File: config.mk
export PLATFORM = sky130hd
export DESIGN_NAME = uart_rx_frame
export DESIGN_NICKNAME = d
export VERILOG_FILES = /design/src/rtl/uart_rx_frame.sv
export SDC_FILE = /design/constraint.sdc
export NUM_CORES = 1
export LEC_CHECK = 0
export ABC_AREA = 0
export CAP_MARGIN = 20
export CORE_ASPECT_RATIO = 0.6
export CORE_MARGIN = 4
export CORE_UTILIZATION = 28
export CTS_CLUSTER_DIAMETER = 40
export DETAILED_ROUTE_END_ITERATION = 10
export RECOVER_POWER = 100
export SYNTH_ARGS = -nofsm -noshare
export SYNTH_HDL_FRONTEND = slang
export SYNTH_SLANG_ARGS = --single-unit
File: constraint.sdc
create_clock -name clk -period 1.3 [get_ports clk]
set_input_delay 0.13 -clock clk [delete_from_list [all_inputs] [get_ports clk]]
set_output_delay 0.13 -clock clk [all_outputs]
set_load 0.02 [all_outputs]
File: src/rtl/uart_rx_frame.sv
// UART receive framer: 8N1 deframing on a 16x oversampling tick,
// one-deep output register with ready/ack handshake and error pulses.
module uart_rx_frame #(
  parameter int OVS       = 16,
  parameter int DATA_BITS = 8
) (
  input  logic                 clk,
  input  logic                 rst,
  input  logic                 baud_tick,
  input  logic                 rx,
  input  logic                 rx_ack,
  output logic                 baud_en,
  output logic [DATA_BITS-1:0] rx_data,
  output logic                 rx_ready,
  output logic                 frame_err,
  output logic                 overrun,
  output logic                 busy
);

  localparam int TW = $clog2(OVS);
  localparam int BW = $clog2(DATA_BITS);
  localparam logic [TW-1:0] HALF  = TW'(OVS / 2 - 1);
  localparam logic [TW-1:0] LAST  = TW'(OVS - 1);
  localparam logic [BW-1:0] LASTB = BW'(DATA_BITS - 1);

  typedef enum logic [2:0] {
    IDLE, START, DATA, STOP, BRK
  } state_t;

  state_t               state, state_n;
  logic [TW-1:0]        tick_cnt, tick_cnt_n;
  logic [BW-1:0]        bit_cnt, bit_cnt_n;
  logic [DATA_BITS-1:0] shift_reg, shift_n, data_n;
  logic                 ready_n, ferr_n, ovr_n;
  logic                 rx_m, rx_s;

  assign baud_en = ~rst;
  assign busy    = (state != IDLE);

  always_ff @(posedge clk) begin
    if (rst) begin
      rx_m      <= 1'b1;
      rx_s      <= 1'b1;
      state     <= IDLE;
      tick_cnt  <= '0;
      bit_cnt   <= '0;
      shift_reg <= '0;
      rx_data   <= '0;
      rx_ready  <= 1'b0;
      frame_err <= 1'b0;
      overrun   <= 1'b0;
    end else begin
      rx_m      <= rx;
      rx_s      <= rx_m;
      state     <= state_n;
      tick_cnt  <= tick_cnt_n;
      bit_cnt   <= bit_cnt_n;
      shift_reg <= shift_n;
      rx_data   <= data_n;
      rx_ready  <= ready_n;
      frame_err <= ferr_n;
      overrun   <= ovr_n;
    end
  end

  always_comb begin
    state_n    = state;
    tick_cnt_n = tick_cnt;
    bit_cnt_n  = bit_cnt;
    shift_n    = shift_reg;
    data_n     = rx_data;
    ready_n    = rx_ready & ~rx_ack;
    ferr_n     = 1'b0;
    ovr_n      = 1'b0;
    if (baud_tick) begin
      unique case (state)
        IDLE: begin
          if (!rx_s) begin
            state_n    = START;
            tick_cnt_n = '0;
          end
        end
        START: begin
          if (tick_cnt == HALF) begin
            tick_cnt_n = '0;
            bit_cnt_n  = '0;
            // still low at mid start bit: real frame, else a glitch
            state_n    = rx_s ? IDLE : DATA;
          end else begin
            tick_cnt_n = tick_cnt + TW'(1);
          end
        end
        DATA: begin
          if (tick_cnt == LAST) begin
            tick_cnt_n = '0;
            shift_n    = {rx_s, shift_reg[DATA_BITS-1:1]};
            bit_cnt_n  = bit_cnt + BW'(1);
            if (bit_cnt == LASTB) state_n = STOP;
          end else begin
            tick_cnt_n = tick_cnt + TW'(1);
          end
        end
        STOP: begin
          if (tick_cnt == LAST) begin
            tick_cnt_n = '0;
            if (rx_s) begin
              // a new byte beats a same-cycle ack
              data_n  = shift_reg;
              ready_n = 1'b1;
              ovr_n   = rx_ready & ~rx_ack;
              state_n = IDLE;
            end else begin
              ferr_n  = 1'b1;
              state_n = BRK;
            end
          end else begin
            tick_cnt_n = tick_cnt + TW'(1);
          end
        end
        BRK: begin
          if (rx_s) state_n = IDLE;
        end
        default: state_n = IDLE;
      endcase
    end
  end

endmodule
* After elaboration in Yosys (flattened, before gate mapping)
Index checks and enable logic that the tools add are counted.
Cells by class: $add $sub $neg 2, eq/ne operators 13, muxes and demuxes 21, bitwise operators 7, reductions and logical operators 12
Operators by type and width (number):
- $mux 3 | 9
- $pmux 3 s5 | 1
- $mux 4 | 3
- $ne 2x2->1 const B | 6
- $pmux 4 s3 | 1
- $reduce_and 4->1 | 2
- $reduce_and 7->1 | 1
- $eq 3x2->1 const B | 2
- $eq 3x3->1 const B | 2
- $not 1->1 | 6
- $pmux 3 s2 | 1
- $reduce_and 3->1 | 2
- $reduce_bool 3->1 | 2
- $mux 1 | 5
- $reduce_or 5->1 | 1
- $add 4x1->4 const B | 1
- $eq 4x3->1 const B | 1
- $eq 4x4->1 const B | 1
- $reduce_or 4->1 | 1
- $add 3x1->3 const B | 1
- $eq 3x1->1 const B | 1
- $logic_not 3->1 | 1
- $mux 2 | 1
- $reduce_bool 2->1 | 1
- other kinds (2) | 2
Word-level totals: flip-flop bits (word level) 31, output and inout bits 13

* Depth between registers and ports, before layout
depth after elaboration 6, gate-level depth with buffers 5

* Least setup slack after synthesis
No wires, ideal clock.
kind reg2reg, start point reg tick_cnt[0], end point reg rx_data[0], library setup time 0.072 ns, arrival 1.321 ns, required time 1.228 ns, path slack -0.092 ns, cell stages (with the launch flop) 6, path buffers 1, clock period less this slack 1.392 ns, path through dfxtp_1 -> ha_1 -> and4b_1 -> and4_1 -> buf_4 -> mux2i_1
On the way: word-level cells in the longest chain between the ends 2
RTL lines:
- from (decl) | RTL line 31 | logic [TW-1:0] tick_cnt, tick_cnt_n;
- from (signal assigned) | RTL line 56 | tick_cnt <= tick_cnt_n;
- $eq 4x4->1 | RTL line 104 | if (tick_cnt == LAST) begin
- $reduce_and 4->1 (no line)
- to (signal assigned) | RTL line 59 | rx_data <= data_n;
- to (decl) | RTL line 13 | output logic [DATA_BITS-1:0] rx_data,
No other way between the ends. A chain may end at the register's enable or synchronous reset.

* Final worst setup path
start point reg tick_cnt[1], end point reg rx_data[0]
Same word-level chain as after synthesis.

==> results.json <==
{
  "first_pass_iters": 4,
  "gp_congestion": 0.851,
  "synth_cell_type_count": 45,
  "start_kind": "register",
  "fin_nets": 219,
  "crit_chain": "ha_4 > and4b_2 > and4_4 > buf_6 > mux2i_1",
  "reg2reg_depth": 5,
  "status": "complete, but fails checks",
  "drt_wl_total_um": 3960,
  "fin_crit_sh_pct": 111,
  "groute.usage.overall_pct": 12.3,
  "cts_root_buf": "clkbuf_8",
  "clock_latency_ns": 0.28,
  "hold-path-cell-count": 1,
  "rrSetupSlack_ns": -0.14,
  "antenna_found_initial": 0,
  "syn_inst": 161,
  "skew_ns": 0.0117,
  "drt_iter0_markers": 65,
  "wl_per_cell_um": 14.4,
  "antenna_cells": 0,
  "slew_headroom_pct": 70.8,
  "hpwl_um": 2610,
  "drive_above_1_share_pct": 40.1,
  "async_reset_ff_share_pct": 0,
  "synthFlopType": "dfxtp_1",
  "whs_endpoint": "rx_s",
  "arrival_ns": 1.65,
  "dieHeight_um": 63.6,
  "h-tree-depth": 2,
  "routed_via_density": 5.16,
  "drc": 0,
  "dieArea_um2": 6400,
  "max-vdd-ir-drop_uv": 587,
  "slowest_stage": "dfxtp_2",
  "avgSynthCellArea_um2": 8.96,
  "clkTransAtPathRegs_ns": 0.07,
  "start_util_pct": 30.2,
  "min-delay-start": "rx_m",
  "io_pins": 18,
  "synth_warnings": 0,
  "cts_tree": "done",
  "rsz0062_at_grt": "yes",
  "die_width_um": 101,
  "synth-edff-count": 0,
  "path_class": "register to register",
  "holdWs_ns": 0.413,
  "finalSetupViolations": 22,
  "yosysSeqAreaShare_pct": 43.0,
  "layout_setup_ws_ns": -0.143,
  "drv_slew": 0,
  "core_area_um2": 4780,
  "timing.fmax_mhz": 693,
  "worst_slew_pin_slew_ns": 0.438,
  "syn-num-nets": 169,
  "syn2layout_area_growth_pct": 53.9,
  "drv_cap": 0,
  "portBuffers": 17,
  "required_ns": 1.51,
  "path_max_fanout": 4,
  "cp-end-kind": "register",
  "hp-class": "register to register",
  "hold_viol_final": 0,
  "p_per_area_nw_per_um2": 947,
  "p_leak_uw": 0.000859,
  "grt_pass1_wl_um": 6290,
  "vias": 1419,
  "cts_made_buffers": 5,
  "worstReg2RegEnd": "rx_data[0]",
  "synth_area_um2": 1440,
  "cts_num_sinks": 31,
  "setup_tns_ns": -1.57,
  "grt_overflow": 0,
  "grt_max_degree": 17,
  "r2r-start": "tick_cnt[1]",
  "core.rowCount": 19,
  "violations": "negative setup slack",
  "ant_nets": 0,
  "min_period_ns": 1.44,
  "grt_pass1_vias": 1262,
  "nFillCells": 461,
  "ys_ff_latch": 31,
  "cts.path.max_buffers": 2,
  "max_stage_delay_ns": 0.35
}
-- metal layers --
| layer | GRT usage, % | wire (um) |
|---|---|---|
| met1 | 18.7 | 1960 |
| met3 | 3.64 | 271 |
| met4 | 3.03 | 43 |
| met5 | 0 | 0 |
| met2 | 16.5 | 1690 |
-- per-stage QoR --
step           setup slack, ns  util (%)  std cells  cell area [um2]  power (uW)
6_report                -0.143      46.5        275             2220        2100
5_1_grt                 -0.211      46.5        275             2220        2180
4_1_cts                 -0.152      42.4        269             2030        2120
3_5_place_dp            -0.267      39.3        259             1880        1130
3_3_place_gp            -0.224      39.3        259             1880        1130
2_1_floorplan           0.0211         -        161             1460        1050
-- worst max-delay path, delay by kind of cell (launching register included) --
family	cells	cell delay [ns]
adders and majority gates	1	0.15
buffers and inverters	1	0.12
DFF	1	0.35
muxes	1	0.19
and+or+nand+nor	2	0.55
-- cells in the final DEF (no fill, tap or decap), types with 2 or more instances in the layout --
cell type        netlist  routed
nand3_2                0       7
nand2_1               21      21
o211ai_1               2       2
dfxtp_4                0       2
or2_2                  2       2
dfxtp_2                0       5
dfxtp_1               31      24
nand2b_1               2       2
o21ai_0               12      12
a21oi_2                0       6
nor3b_1                3       2
ha_1                   3       2
a21oi_1               11       5
clkdlybuf4s50_1        0       3
nand3_4                0       2
inv_1                  3       3
mux2i_1               10      10
buf_4                  2      28
clkbuf_8               0       6
nor3_1                 2       2
dlygate4sd2_1          0      12
buf_6                  1      11
nand3_1               13       4
o31ai_1                2       2
-- kinds of logic after synthesis --
logic type	synth area share (%)
fa+ha+maj	2.60
compound gates	16.3
xor+xnor	1.74
mux	6.94
flops	43.0
simple gates	23.7
buf+inv	5.72
-- power breakdown --
part           internal (uW)  switching (uW)  total, uW
registers                954            8.18        962
clock network            620             360        980
logic                   77.2            83.1        160
total                   1650             451       2100
-- cell usage after synthesis (2+ instances only) --
cell type,number,share of area (%)
o21ai_0,12,4.2
mux2i_1,10,6.9
o31ai_1,2,1.0
a21oi_1,11,3.8
or2_2,2,0.87
buf_2,3,1.0
o211ai_1,2,1.0
clkbuf_1,8,2.1
dfxtp_1,31,43
inv_1,3,0.78
ha_1,3,2.6
nand2_1,21,5.5
o2111ai_1,2,1.2
o21ai_1,2,0.69
nand2b_1,2,0.87
nor4b_1,2,1.2
nor3_1,2,0.69
nor3b_1,3,1.6
buf_4,2,1.0
nand3_1,13,4.5
-- repair_timing --
| action | 4_1_cts | 5_1_grt |
|---|---|---|
| hold buffers | 0 | 0 |
| endpoints found under the setup margin | 38 | 28 |
| gates resized for setup | 26 | 38 |
| pin swaps | 3 | 12 |
| buffers inserted | 2 | 6 |
-- how the worst max path moves through the flow --
stage | to | start | cells after the start
after floorplan | state[1] | tick_cnt[3] | 4
after global placement | baud_en | rst | 3
after detailed placement | rx_data[0] | baud_tick | 5
after CTS | rx_data[3] | tick_cnt[0] | 5
after global routing | rx_data[7] | tick_cnt[1] | 5
final | rx_data[0] | tick_cnt[1] | 5
-- final cells by class --
class                      instances  area (um2)  area share (%)
tap                               63        78.8            3.55
clock inverter                     2        35.0            1.58
sequential                        31         634            28.6
inverter                           3        11.3           0.507
timing repair buffer              57         492            22.2
multi-input combinational        113         886            39.9
clock buffer                       6        82.6            3.72
(Power assumes the default switching activity.)
